$ cat config.mk
export PLATFORM = sky130hd
export DESIGN_NAME = xilly_stream_reduce
export DESIGN_NICKNAME = d
export VERILOG_FILES = /design/src/rtl/xilly_stream_reduce.sv
export SDC_FILE = /design/constraint.sdc
export NUM_CORES = 1
export LEC_CHECK = 0
export ABC_AREA = 1
export CAP_MARGIN = 20
export CORE_AREA = 2 2 222 224
export DETAILED_ROUTE_END_ITERATION = 10
export DIE_AREA = 0 0 224 226
export PLACE_DENSITY = 0.8
export SLEW_MARGIN = 30
export SYNTH_ARGS = -nofsm -noshare
export SYNTH_HDL_FRONTEND = slang
export SYNTH_SLANG_ARGS = --single-unit
$ cat constraint.sdc
create_clock -name bus_clk -period 4.2 [get_ports bus_clk]
set_input_delay 0.84 -clock bus_clk [delete_from_list [all_inputs] [get_ports bus_clk]]
set_output_delay 0.84 -clock bus_clk [all_outputs]
set_load 0.02 [all_outputs]
$ cat src/rtl/xilly_stream_reduce.sv
// Frame reducer between Xillybus write and read streams: header {opcode, N} plus N data words -> one result word.
// Optional count word after each result: define XILLY_STREAM_REDUCE_COUNT_WORD_EN.
module xilly_stream_reduce #(
    parameter int OUT_DEPTH = 16,
    parameter int MAX_LEN   = 4096
) (
    input  logic        bus_clk,
    input  logic        rst_n,
    input  logic        user_w_wren,
    output logic        user_w_full,
    input  logic [31:0] user_w_data,
    input  logic        user_w_open,
    input  logic        user_r_rden,
    output logic        user_r_empty,
    output logic [31:0] user_r_data,
    output logic        user_r_eof,
    input  logic        user_r_open,
    output logic [15:0] frame_cnt,
    output logic        err_flag
);
    localparam int AW = $clog2(OUT_DEPTH);
    localparam int LW = $clog2(MAX_LEN + 1);
`ifdef XILLY_STREAM_REDUCE_COUNT_WORD_EN
    localparam int WPF = 2;
`else
    localparam int WPF = 1;
`endif

    typedef enum logic [1:0] {IDLE, ACCUM, EMIT} state_t;

    typedef struct packed {
        logic [15:0] opcode;
        logic [15:0] len;
    } hdr_t;

    state_t         state, state_n;
    hdr_t           hdr;
    logic           flush;
    logic           w_acc;
    logic           pop;
    logic           push;
    logic           last_push;
    logic [31:0]    push_data;
    logic [LW-1:0]  n_clamp;
    logic [AW:0]    occ;
    logic [AW:0]    free_slots;
    logic [AW-1:0]  wr_ptr, rd_ptr;
    logic [31:0]    mem [OUT_DEPTH];
    logic [31:0]    acc;
    logic [31:0]    acc_n;
    logic [31:0]    result;
    logic [LW-1:0]  remaining;
    logic [LW-1:0]  len_q;
    logic [1:0]     op_q;
    logic           bad_q;
`ifdef XILLY_STREAM_REDUCE_COUNT_WORD_EN
    logic           emit_idx;
`endif

    assign hdr          = hdr_t'(user_w_data);
    assign flush        = !user_w_open && !user_r_open;
    assign user_r_eof   = 1'b0;
    assign user_r_empty = (occ == '0);
    assign free_slots   = (AW+1)'(OUT_DEPTH) - occ;
    assign pop          = user_r_rden && !user_r_empty;
    assign w_acc        = user_w_wren && !user_w_full;
    assign n_clamp      = (hdr.len > 16'(MAX_LEN)) ? LW'(MAX_LEN) : hdr.len[LW-1:0];
    assign result       = bad_q ? 32'hFFFF_FFFF : acc;

    // Headroom for a whole frame's output is reserved before the header is taken,
    // so EMIT never has to stall on a full FIFO.
    always_comb begin
        user_w_full = 1'b0;
        case (state)
            IDLE:    user_w_full = (free_slots < (AW+1)'(WPF));
            ACCUM:   user_w_full = 1'b0;
            EMIT:    user_w_full = 1'b1;
            default: user_w_full = 1'b1;
        endcase
        if (flush)
            user_w_full = 1'b0;
        if (!rst_n)
            user_w_full = 1'b1;
    end

    always_comb begin
        case (op_q)
            2'd0:    acc_n = acc + user_w_data;
            2'd1:    acc_n = acc ^ user_w_data;
            2'd2:    acc_n = (user_w_data > acc) ? user_w_data : acc;
            default: acc_n = acc;
        endcase
    end

    always_comb begin
        state_n   = state;
        push      = 1'b0;
        push_data = '0;
        last_push = 1'b0;
        case (state)
            IDLE: begin
                if (w_acc)
                    state_n = (n_clamp == '0) ? EMIT : ACCUM;
            end
            ACCUM: begin
                if (w_acc && remaining == LW'(1))
                    state_n = EMIT;
            end
            EMIT: begin
                push = 1'b1;
`ifdef XILLY_STREAM_REDUCE_COUNT_WORD_EN
                push_data = emit_idx ? {16'h0, 16'(len_q)} : result;
                last_push = emit_idx;
`else
                push_data = result;
                last_push = 1'b1;
`endif
                if (last_push)
                    state_n = IDLE;
            end
            default: state_n = IDLE;
        endcase
    end

    always_ff @(posedge bus_clk or negedge rst_n) begin
        if (!rst_n)
            state <= IDLE;
        else if (flush)
            state <= IDLE;
        else
            state <= state_n;
    end

    always_ff @(posedge bus_clk or negedge rst_n) begin
        if (!rst_n) begin
            acc         <= '0;
            remaining   <= '0;
            len_q       <= '0;
            op_q        <= '0;
            bad_q       <= 1'b0;
            err_flag    <= 1'b0;
            frame_cnt   <= '0;
            occ         <= '0;
            wr_ptr      <= '0;
            rd_ptr      <= '0;
            user_r_data <= '0;
`ifdef XILLY_STREAM_REDUCE_COUNT_WORD_EN
            emit_idx    <= 1'b0;
`endif
        end else if (flush) begin
            acc         <= '0;
            remaining   <= '0;
            len_q       <= '0;
            op_q        <= '0;
            bad_q       <= 1'b0;
            err_flag    <= 1'b0;
            frame_cnt   <= '0;
            occ         <= '0;
            wr_ptr      <= '0;
            rd_ptr      <= '0;
            user_r_data <= '0;
`ifdef XILLY_STREAM_REDUCE_COUNT_WORD_EN
            emit_idx    <= 1'b0;
`endif
        end else begin
            if (state == IDLE && w_acc) begin
                op_q      <= hdr.opcode[1:0];
                bad_q     <= (hdr.opcode > 16'd2);
                err_flag  <= err_flag | (hdr.opcode > 16'd2);
                acc       <= '0;
                remaining <= n_clamp;
                len_q     <= n_clamp;
            end
            if (state == ACCUM && w_acc) begin
                acc       <= acc_n;
                remaining <= remaining - LW'(1);
            end
            if (push && last_push)
                frame_cnt <= frame_cnt + 16'd1;
`ifdef XILLY_STREAM_REDUCE_COUNT_WORD_EN
            if (push)
                emit_idx <= !last_push;
`endif
            if (push)
                wr_ptr <= wr_ptr + AW'(1);
            if (pop) begin
                rd_ptr      <= rd_ptr + AW'(1);
                user_r_data <= mem[rd_ptr];
            end
            occ <= occ + (AW+1)'(push) - (AW+1)'(pop);
        end
    end

    // Storage needs no reset; occupancy and pointers define what is valid.
    always_ff @(posedge bus_clk) begin
        if (push && !flush)
            mem[wr_ptr] <= push_data;
    end

endmodule

==> results_dict.tcl <==
set metrics [dict create \
    critPathMaxStageDelay_ps 600 \
    htreeDepth 2 \
    final_nets 3076 \
    hold_path_class "input pin to asynchronous set/reset pin" \
    die_y_um 226 \
    start_util_pct 61.1 \
    holdBufCountCts 0 \
    cts_tree "built" \
    p_leak_nw 12.7 \
    core-area_um2 48300 \
    dpl_worst_slack_ps 482 \
    fin_crit_sh_pct 85.9 \
    synth.avg_cell_area_um2 10.2 \
    clockBufferDepth 3 \
    cts_buffers 60 \
    path_class "flop to output pin" \
    ir_worst_vdd_v 0.000726 \
    synth_top_area_share_pct 52.0 \
    status "complete, no violations" \
    cts_setup_buffers 0 \
    fillers 3522 \
    cts_root_buffer "clkbuf_16" \
    routed_wl_um 80100 \
    ant_nets 0 \
    cp_max_fo 3 \
    place_congestion 1.02 \
    crit_buf_inv 4 \
    synth_area_um2 29500 \
    synthTopCellsByArea "edfxtp_1 52%, dfrtp_1 9.5%, o21ai_0 5.6%" \
    dpl.hpwl_um 51200 \
    synth_area_leader_cell "edfxtp_1" \
    period_minus_slack_ps 3610 \
    rsz0062_at_grt "no" \
    clock_sinks 624 \
    place.port_buffers 88 \
    totalNegativeSetupSlack_ps 0 \
    drtPass1Iterations 6 \
    grt_first_pass_wirelength_um 122000 \
    vias 22500 \
    insertion_delay_ps 620 \
    hold_viol_final 0 \
    dp_cells 3513 \
    end_kind "output pin" \
    startpoint_type "flop" \
    cp_top_family "buffers and inverters" \
    area_growth_pct 12.5 \
    ys_types 59 \
    die_x_um 224 \
    tightestPinTransition_ps 936 \
    netlist_instances 2891 \
    final_common_cell "edfxtp_1" \
    drtIter0Drc 2644 \
    p_per_area_nw_per_um2 553 \
    diodes 0 \
    cpMaxStageDelayCell "clkdlybuf4s50_1" \
    route.detailed.drc 0 \
    finClkSkew_ps 25.7 \
    dieArea_um2 50600 \
    drv_slew 0 \
    maxSlewHeadroom_pct 37.6 \
    antenna_found_initial 0 \
    cts_resized 0 \
    core.rowCount 81 \
    final_cell_mix "512 x edfxtp_1, 413 x nand2_1, 401 x nor2_1" \
    fmax_mhz 277 \
    synth_edf_count 512 \
    clkTransAtPathRegs_ps 70 \
    synth_seq_cells 624 \
    grt_pass1_vias 21700 \
    crit_required_ps 3360 \
    cp_cell_sequence "inv_1 > ha_1 > nand2_1 > inv_1 > ha_1 > nand2_1 > nor2_1 > nand3_1 > nand2_1 > a21boi_0 > inv_1 > clkdlybuf4s50_1" \
    grt_start_max_net_pins 205 \
    instances_no_fill 3627 \
    gr-total-overflow 0 \
    postSynthNetCount 3014 \
    drive_above_1_share_pct 9.58 \
    cp.arrival_ps 2770 \
    vias_per_cell 6.20 \
    synth_flop_cell "edfxtp_1" \
    synthArstFlopShare_pct 17.9 \
    synth_warnings 0 \
    pin_count 90 \
    avgRoutedWirePerCell_um 22.1 \
    dpl_cell_area_um2 31200 \
    cap_violations 0 \
    global_route.usage.total_pct 31.5 \
    seq_area_frac_synth_pct 61.5 \
    setup_viol_count_final 0 \
    final_area_um2 33200 \
    fin_ws_ps 594 \
]
state kept, by name (all words and copies together), names as in the netlist:
register and cells:
user_r_data 32, state 2, bad_q 1, remaining 13, mem 512, wr_ptr 4
err_flag 1, rd_ptr 4, op_q 2, frame_cnt 16, acc 32, occ 5
worst reg2reg max path: stages (launching register included):
cell	delay, ps
dfrtp_1	410
inv_1	100
ha_1	210
nand2_1	60
inv_1	40
ha_1	260
nand2_1	60
nor2_1	40
nand3_1	70
nand2_1	80
nand2_2	100
nand4_2	150
nor2_2	260
nand2_4	210
nand2_8	370
inv_1	210
nand2_1	110
nand2_1	60
cell type report:
type / count / area (µm²) / share of cell area, %
clock inverters: 33 / 359 / 1.08
well taps: 622 / 778 / 2.34
clock buffers: 81 / 1630 / 4.91
flip-flops and latches: 624 / 18200 / 54.7
inverters: 241 / 913 / 2.75
repair buffers: 154 / 1440 / 4.34
multi-input cells: 1872 / 9920 / 29.9
cells by family after synthesis:
group,share of synthesized area (%)
AO/OA/AOI/OAI,13.6
XOR/XNOR,0.267
adder cells (fa/ha/maj),3.65
buffers and inverters,5.47
flip-flops,61.5
other,0.0127
AND/OR/NAND/NOR,15.4
where the power goes:
group	switching [W]	internal, W
clock network	0.00230	0.00316
registers	0.000218	0.00694
logic	0.00395	0.00179
through the flow:
stage	hold WS (ps)	utilization, %	power (W)
floorplan	462	-	0.0111
global placement	476	64.5	0.0127
global route	104	68.8	0.0192
detailed placement	479	64.6	0.0129
finish	95.4	68.8	0.0184
CTS	95.0	68.7	0.0183
per-layer routing:
| layer | GRT usage (%) | share of wire (%) |
|---|---|---|
| met5 | 0 | 0 |
| met3 | 4.05 | 8.7 |
| met4 | 11.2 | 3.6 |
| met1 | 43.4 | 40 |
| met2 | 51.8 | 48 |
final timing paths:
check / startpoint / endpoint / slack, ps / cells past startpoint
setup / recovery: occ[2] / user_w_full / 590 / 12
hold / removal: rst_n / frame_cnt[9] / 100 / 1
setup reg to reg: occ[2] / acc[14] / 1290 / 17
hold reg to reg: acc[31] / acc[31] / 490 / 2
max in group asynchronous: rst_n / rd_ptr[3] / 2360 / 3
min in group bus_clk: acc[31] / acc[31] / 490 / 2
cells in the mapped netlist (3+ instances only):
cell type  instances
dfrtp_1          112
nor3_1            18
nand2_2           31
buf_12             3
edfxtp_1         512
nand3b_1           5
nand2_1          413
o22ai_1          125
o21bai_1           4
a221oi_1          18
nand4_1           31
nor2_2             5
clkbuf_1         103
o21a_1             4
and2_1             6
xor2_1             8
inv_2             20
nor3_2             4
a31oi_1            7
ha_1              83
buf_2             40
o221ai_1          34
o21ai_2           13
a21oi_1          105
nor4_1             9
inv_1            217
nor2_1           409
o211ai_1           5
nand3_1          118
o21ai_1           56
o21ai_0          330
buf_4              5
No activity file was read; power rests on OpenSTA's default activity.
